--- src/rtl/password_ctrl.sv ---
// Digit-entry password controller: unlock, two-step password change and timed lockout.
// Entry buffer shifts digits in MS-first; every output is driven straight from a flop.
module password_ctrl #(
  parameter int unsigned N_DIGITS = 4,
  parameter int unsigned DIGIT_W  = 4,
  parameter int unsigned MAX_FAIL = 3,
  parameter int unsigned LOCK_CYC = 1000,
  parameter logic [N_DIGITS*DIGIT_W-1:0] INIT_PW = '0
) (
  input  logic                          clk,
  input  logic                          rst_n,
  input  logic                          key_valid,
  input  logic [DIGIT_W-1:0]            key_digit,
  input  logic                          key_clr,
  input  logic                          submit,
  input  logic                          set_req,
  output logic                          unlocked,
  output logic                          set_mode,
  output logic                          confirm_phase,
  output logic                          locked_out,
  output logic                          err_pulse,
  output logic                          ok_pulse,
  output logic [3:0]                    digit_cnt,
  output logic [3:0]                    fail_cnt,
  output logic [N_DIGITS*DIGIT_W-1:0]   stored_pw
);

  localparam int unsigned PW_W   = N_DIGITS * DIGIT_W;
  localparam int unsigned TimerW = (LOCK_CYC > 1) ? $clog2(LOCK_CYC) : 1;

  localparam logic [2:0] StIdle       = 3'd0;
  localparam logic [2:0] StOpen       = 3'd1;
  localparam logic [2:0] StSetNew     = 3'd2;
  localparam logic [2:0] StSetConfirm = 3'd3;
  localparam logic [2:0] StLockout    = 3'd4;

  logic [2:0]        state_q, state_d;
  logic [PW_W-1:0]   entry_q, entry_d;
  logic [PW_W-1:0]   cand_q, cand_d;
  logic [PW_W-1:0]   pw_q, pw_d;
  logic [3:0]        cnt_q, cnt_d;
  logic [3:0]        fail_q, fail_d;
  logic [TimerW-1:0] timer_q, timer_d;
  logic              err_q, err_d;
  logic              ok_q, ok_d;
  logic              unlocked_q, set_mode_q, confirm_q, locked_q;
  logic              full;

  assign full = (cnt_q == 4'(N_DIGITS));

  always_comb begin
    state_d = state_q;
    entry_d = entry_q;
    cand_d  = cand_q;
    pw_d    = pw_q;
    cnt_d   = cnt_q;
    fail_d  = fail_q;
    timer_d = timer_q;
    err_d   = 1'b0;
    ok_d    = 1'b0;

    if (state_q == StLockout) begin
      // Timer was loaded with LOCK_CYC-1, so exiting on zero gives LOCK_CYC cycles of dwell.
      if (timer_q == '0) begin
        state_d = StIdle;
        fail_d  = '0;
      end else begin
        timer_d = timer_q - TimerW'(1);
      end
    end else if (set_req) begin
      case (state_q)
        StOpen: begin
          state_d = StSetNew;
          entry_d = '0;
          cnt_d   = '0;
        end
        StSetNew, StSetConfirm: begin
          state_d = StOpen;
          cand_d  = '0;
          entry_d = '0;
          cnt_d   = '0;
        end
        default: ;
      endcase
    end else if (submit) begin
      entry_d = '0;
      cnt_d   = '0;
      case (state_q)
        StIdle: begin
          if (full && (entry_q == pw_q)) begin
            state_d = StOpen;
            ok_d    = 1'b1;
            fail_d  = '0;
          end else begin
            err_d  = 1'b1;
            fail_d = fail_q + 4'd1;
            if (fail_d == 4'(MAX_FAIL)) begin
              state_d = StLockout;
              timer_d = TimerW'(LOCK_CYC - 1);
            end
          end
        end
        StOpen: begin
          state_d = StIdle;
          ok_d    = 1'b1;
        end
        StSetNew: begin
          if (full) begin
            cand_d  = entry_q;
            state_d = StSetConfirm;
            ok_d    = 1'b1;
          end else begin
            err_d = 1'b1;
          end
        end
        StSetConfirm: begin
          cand_d = '0;
          if (full && (entry_q == cand_q)) begin
            pw_d    = cand_q;
            state_d = StIdle;
            ok_d    = 1'b1;
          end else begin
            state_d = StSetNew;
            err_d   = 1'b1;
          end
        end
        default: state_d = StIdle;
      endcase
    end else if (key_clr) begin
      entry_d = '0;
      cnt_d   = '0;
    end else if (key_valid && !full) begin
      entry_d = (entry_q << DIGIT_W) | PW_W'(key_digit);
      cnt_d   = cnt_q + 4'd1;
    end
  end

  always_ff @(posedge clk or negedge rst_n) begin
    if (!rst_n) begin
      state_q    <= StIdle;
      entry_q    <= '0;
      cand_q     <= '0;
      pw_q       <= INIT_PW;
      cnt_q      <= '0;
      fail_q     <= '0;
      timer_q    <= '0;
      err_q      <= 1'b0;
      ok_q       <= 1'b0;
      unlocked_q <= 1'b0;
      set_mode_q <= 1'b0;
      confirm_q  <= 1'b0;
      locked_q   <= 1'b0;
    end else begin
      state_q    <= state_d;
      entry_q    <= entry_d;
      cand_q     <= cand_d;
      pw_q       <= pw_d;
      cnt_q      <= cnt_d;
      fail_q     <= fail_d;
      timer_q    <= timer_d;
      err_q      <= err_d;
      ok_q       <= ok_d;
      unlocked_q <= (state_d == StOpen);
      set_mode_q <= (state_d == StSetNew) || (state_d == StSetConfirm);
      confirm_q  <= (state_d == StSetConfirm);
      locked_q   <= (state_d == StLockout);
    end
  end

  assign unlocked      = unlocked_q;
  assign set_mode      = set_mode_q;
  assign confirm_phase = confirm_q;
  assign locked_out    = locked_q;
  assign err_pulse     = err_q;
  assign ok_pulse      = ok_q;
  assign digit_cnt     = cnt_q;
  assign fail_cnt      = fail_q;
  assign stored_pw     = pw_q;

endmodule

--- config.mk ---
export PLATFORM = sky130hd
export DESIGN_NAME = password_ctrl
export DESIGN_NICKNAME = d
export VERILOG_FILES = /design/src/rtl/password_ctrl.sv
export SDC_FILE = /design/constraint.sdc
export NUM_CORES = 1
export LEC_CHECK = 0
export ABC_CLOCK_PERIOD_IN_PS = 2600
export CAP_MARGIN = 0
export CORE_MARGIN = 2
export CORE_UTILIZATION = 45
export DETAILED_ROUTE_END_ITERATION = 6
export HOLD_SLACK_MARGIN = 0.06
export PLACE_DENSITY = 0.67
export SLEW_MARGIN = 15
export SYNTH_ARGS = -nofsm -noshare
export SYNTH_HDL_FRONTEND = slang
export SYNTH_SLANG_ARGS = --single-unit
--- constraint.sdc ---
create_clock -name clk -period 2.6 [get_ports clk]
set_input_delay 0.52 -clock clk [delete_from_list [all_inputs] [get_ports clk]]
set_output_delay 0.52 -clock clk [all_outputs]
set_load 0.01 [all_outputs]
After elaboration in Yosys (flattened, before gate mapping)
Index checks and enable logic that the tools add are counted.
{"block": "word_totals", "inputBits": 10, "wordCells": 110, "regBits": 75}
{"block": "op_classes", "n_addsub": 3, "muxes": 52, "n_bitwise": 3, "reduce_logical": 20, "n_eq_ne": 19}
{"cell": "$mux 16", "count": 9}
{"cell": "$mux 10", "count": 7}
{"cell": "$mux 4", "count": 11}
{"cell": "$eq 16x16->1", "count": 2}
{"cell": "$pmux 16 s2", "count": 1}
{"cell": "$mux 3", "count": 7}
{"cell": "$or 16x4->16", "count": 1}
{"cell": "$eq 3x2->1 const B", "count": 4}
{"cell": "$mux 1", "count": 12}
{"cell": "$logic_not 10->1", "count": 1}
{"cell": "$reduce_and 5->1", "count": 2}
{"cell": "$sub 10x1->10 const B", "count": 1}
{"cell": "$pmux 3 s3", "count": 1}
{"cell": "$add 4x1->4 const B", "count": 2}
{"cell": "$reduce_bool 2->1", "count": 4}
{"cell": "$eq 3x1->1 const B", "count": 2}
{"cell": "$eq 3x3->1 const B", "count": 2}
{"cell": "$ne 2x1->1 const B", "count": 3}
{"cell": "$ne 2x2->1 const B", "count": 3}
{"cell": "$pmux 3 s2", "count": 1}
{"cell": "$reduce_and 6->1", "count": 1}
{"cell": "$eq 4x2->1 const B", "count": 1}
{"cell": "$eq 4x3->1 const B", "count": 1}
{"cell": "$pmux 1 s4", "count": 1}
{"cell": "14 further kinds", "count": 17}

Depth between registers and ports, before layout
{"block": "logic_depth", "word_depth": 10, "mapped_depth": 9}

Worst setup path before layout
Ideal clock, no wire load.
{"block": "synth_timing", "path_type": "register -> register", "start": "register cnt_q[0], in the netlist digit_cnt[0]", "end": "register pw_q[10], in the netlist stored_pw[10]", "path_stages_with_launch": 10, "path_buffers": 2, "period_less_slack_ns": 2.103, "t_arrival_ns": 1.977, "setup_ns": 0.125, "setup_slack_ns": 0.497, "required_ns": 2.475, "cell_sequence": "dfrtp_1 > inv_1 > ha_1 > nand3b_1 > nor4_1 > nand3_1 > or2_1 > buf_2 > buf_6 > mux2_4"}
{"block": "synth_between", "elab_chain_cells": 3}
{"item": "start, declared", "line": "41", "text": "logic [3:0] cnt_q, cnt_d;"}
{"item": "start signal, assigned", "line": "158", "text": "cnt_q <= cnt_d;"}
{"item": "$eq 4x3->1", "line": "49", "text": "assign full = (cnt_q == 4'(N_DIGITS));"}
{"item": "$logic_and 1x1->1", "line": "118", "text": "if (full && (entry_q == cand_q)) begin"}
{"item": "$reduce_and 5->1 (no source line)"}
{"item": "end signal, assigned", "line": "157", "text": "pw_q <= pw_d;"}
{"item": "end, declared", "line": "40", "text": "logic [PW_W-1:0] pw_q, pw_d;"}
No other way between the ends.
A chain may end at the register's enable or synchronous reset.

Worst setup path in the final report
{"block": "layout_timing", "start": "register cnt_q[0], in the netlist digit_cnt[0]", "end": "register pw_q[2], in the netlist stored_pw[2]"}
The elaborated chain is that of the path after synthesis.

==> results_dict.tcl <==
set metrics [dict create \
    status "finished clean" \
    hold_viol_final 0 \
    multiInputGateArea_mm2 0.001705 \
    synth-simple-area-share_pct 13.75 \
    synth_fa_ha_area_share_pct 1.702 \
    vias_per_cell 5.452 \
    timing.setup.tns_ps 0 \
    cp_max_fo 16 \
    die_h_um 94.38 \
    antenna_found_initial 0 \
    drt-total-wl_um 7413 \
    cp_data_required_time_ps 2830 \
    grt_pass1_vias 2593 \
    grtUsageMet2_pct 28.27 \
    htreeDepth 3 \
    reg2reg_slack_ps 310 \
    initialDrtViolationCount 106 \
    clkTransAtPathRegs_ps 80 \
    r2r-start "digit_cnt[0]" \
    cp-end-kind "flip-flop" \
    synth_enable_flop_cells 0 \
    drc 0 \
    rsz0062_at_grt "no" \
    drive_gt1_share_pct 14.25 \
    clock_path_buffers 2 \
    muxShareOfSynthArea_pct 6.773 \
    seq_area_mm2 0.001877 \
    antennaDiodeCount 0 \
    seq_area_frac_synth_pct 51.06 \
    setup_viol_count_final 0 \
    grt_max_degree 76 \
    synth-xor-area-share_pct 8.577 \
    grt_use_met1_pct 27.70 \
    grt_pass1_wl_um 13040 \
    hold_buffers 0 \
    fill_cells 684 \
    netlist_instances 312 \
    final_nets 376 \
    ys_async_sr_fraction_pct 100.0 \
    place_congestion 0.7514 \
    clkSinkCount 75 \
    grt.busiest_layer "met2" \
    synth_flop_cell "dfrtp_1" \
    syn_avg_cell_area_um2 11.78 \
    finClkSkew_ps 9.040 \
    tightest_slew_ps 941.5 \
    cts_made_buffers 9 \
    die_area_mm2 0.008908 \
    initial_core_util_pct 47.08 \
    hpwl_um 4966 \
    synthesis.nets 327 \
    cp-start-kind "flip-flop" \
    critical_path_class "flip-flop to flip-flop" \
    synth_top_family_by_area "compound AO/OA/AOI/OAI gates" \
    insertion_delay_ps 350 \
    drv_slew 0 \
    postCtsResizedCells 0 \
    synth_compound_area_share_pct 15.59 \
    portBuffers 39 \
    pin_count 40 \
    relSlewSlack_pct 37.23 \
    synth_area_mm2 0.003676 \
    ys_ff_latch 75 \
    synth_top_area_share_pct 51.06 \
    critical_path_arrival_ps 2520 \
    grt_use_met3_pct 4.868 \
    ys_warn_count 0 \
    die_x_um 94.38 \
    antenna_left 0 \
    synth_top_cell_by_area "dfrtp_1" \
    core-area_mm2 0.007807 \
    ys_types 48 \
    dr_total_vias 2546 \
    area_growth_pct 20.39 \
    r2r_cells 8 \
    p_per_area_mw_per_mm2 764.7 \
    post-cts-setup-buffers 0 \
    root_buffer "clkbuf_8" \
    r2r-end "stored_pw[2]" \
    clock.fmax_ghz 0.4359 \
    synth_area_leaders "dfrtp_1 51%, a22o_1 8.6%, xor2_1 5.2%" \
    drv_cap 0 \
    leakage_uw 0.002132 \
    period_needed_ps 2294 \
    wl_per_cell_um 15.87 \
    hp-class "primary input to async pin" \
    cts_tree "built" \
    drtPass1Iterations 4 \
    overflow 0 \
    power.total_uw 3384 \
    period_share_pct 88.24 \
    peakVddDrop_v 0.0004387 \
    rows 32 \
    track_usage_pct 18.90 \
]
## power breakdown
group	total (uW)	switching, uW	internal (uW)
clock	973	416	558
combinational	915	506	409
sequential	1500	187	1310
total	3380	1110	2280
## state kept, by name (all words and copies together), names as in the netlist
name / cells
state_q: 3
unlocked: 1
cand_q: 16
set_mode: 1
err_pulse: 1
ok_pulse: 1
entry_q: 16
stored_pw: 16
locked_out: 1
fail_cnt: 4
timer_q: 10
confirm_phase: 1
digit_cnt: 4
## per-layer routing
| layer | share of wire (%) | wire length (um) |
|---|---|---|
| met2 | 44 | 3258 |
| met3 | 3.9 | 290 |
| met5 | 0 | 0 |
| met4 | 1.0 | 76 |
| met1 | 51 | 3788 |
## cell families after synthesis
| kind of cell | after synthesis |
|---|---|
| AOI/OAI and AO/OA | 74 |
| xor gates and xnor gates | 36 |
| adders and majority gates | 5 |
| buffers and inverters | 21 |
| muxes | 19 |
| and+or+nand+nor | 82 |
| DFF | 75 |
## how the worst max path moves through the flow
stage | from | to | slack, ps | cells after the start
finish | digit_cnt[0] | stored_pw[2] | 310 | 8
global route | digit_cnt[0] | timer_q[7] | 120 | 9
CTS | digit_cnt[0] | stored_pw[2] | 310 | 8
detailed placement | set_req | timer_q[5] | 150 | 8
global placement | set_req | timer_q[5] | 170 | 8
floorplan | digit_cnt[0] | stored_pw[10] | 500 | 9
## cell usage in the layout, fill, tap and decap left out, types with 3 or more instances in the layout
master | Yosys | routed
a31oi_1 | 3 | 3
nor3_1 | 6 | 6
xnor2_1 | 14 | 14
xor2_1 | 22 | 22
a21o_1 | 3 | 3
clkdlybuf4s50_1 | 0 | 38
nor4_1 | 7 | 7
buf_4 | 0 | 11
nand3_1 | 4 | 4
mux2_4 | 10 | 10
a22o_1 | 36 | 36
nand4_1 | 5 | 5
ha_1 | 5 | 5
nand2b_1 | 5 | 5
o31ai_1 | 3 | 3
inv_1 | 10 | 10
and3_1 | 3 | 3
mux2_1 | 7 | 7
nand2_1 | 18 | 18
or3_4 | 3 | 3
nor2_1 | 15 | 15
o21ai_0 | 6 | 6
clkbuf_8 | 0 | 10
dfrtp_1 | 75 | 75
a21oi_1 | 6 | 6
o21ai_1 | 5 | 5
## synth_stat cells, drive strengths merged, types with 5 or more instances
library cell and number:
a21oi 6, a22o 36, buf 7, dfrtp 75, ha 5, inv 10, mux2 17, nand2 18
nand2b 5, nand4 5, nor2 15, nor3 9, nor4 9, o21ai 12, xnor2 14, xor2 22
## metrics by stage
stage          instances  instance area (um2)  setup slack (ps)  hold slack, ps  utilization (%)
2_1_floorplan        312                 3676             497.5           224.4                -
3_3_place_gp         452                 4210             170.9           509.7            53.93
3_5_place_dp         452                 4210             153.6           510.3            53.93
4_1_cts              467                 4425             314.1           344.9            56.68
5_1_grt              467                 4425             122.8           394.0            56.68
6_report             467                 4425             305.8           311.8            56.68
## cell type report
class	count	share of cell area [%]
clock buffers	10	3.110
clock inverters	5	1.753
inverters	10	0.8482
multi-input cells	216	38.54
flip-flops and latches	75	42.41
well taps	102	2.884
repair buffers	49	10.46
## critical path, stage by stage (launching register included)
cell	delay (ps)
dfrtp_1	440
inv_1	80
ha_1	160
nand3b_1	230
nor4_1	340
nand3_1	110
or2_1	240
buf_4	230
mux2_1	350
(Power assumes the default switching activity.)
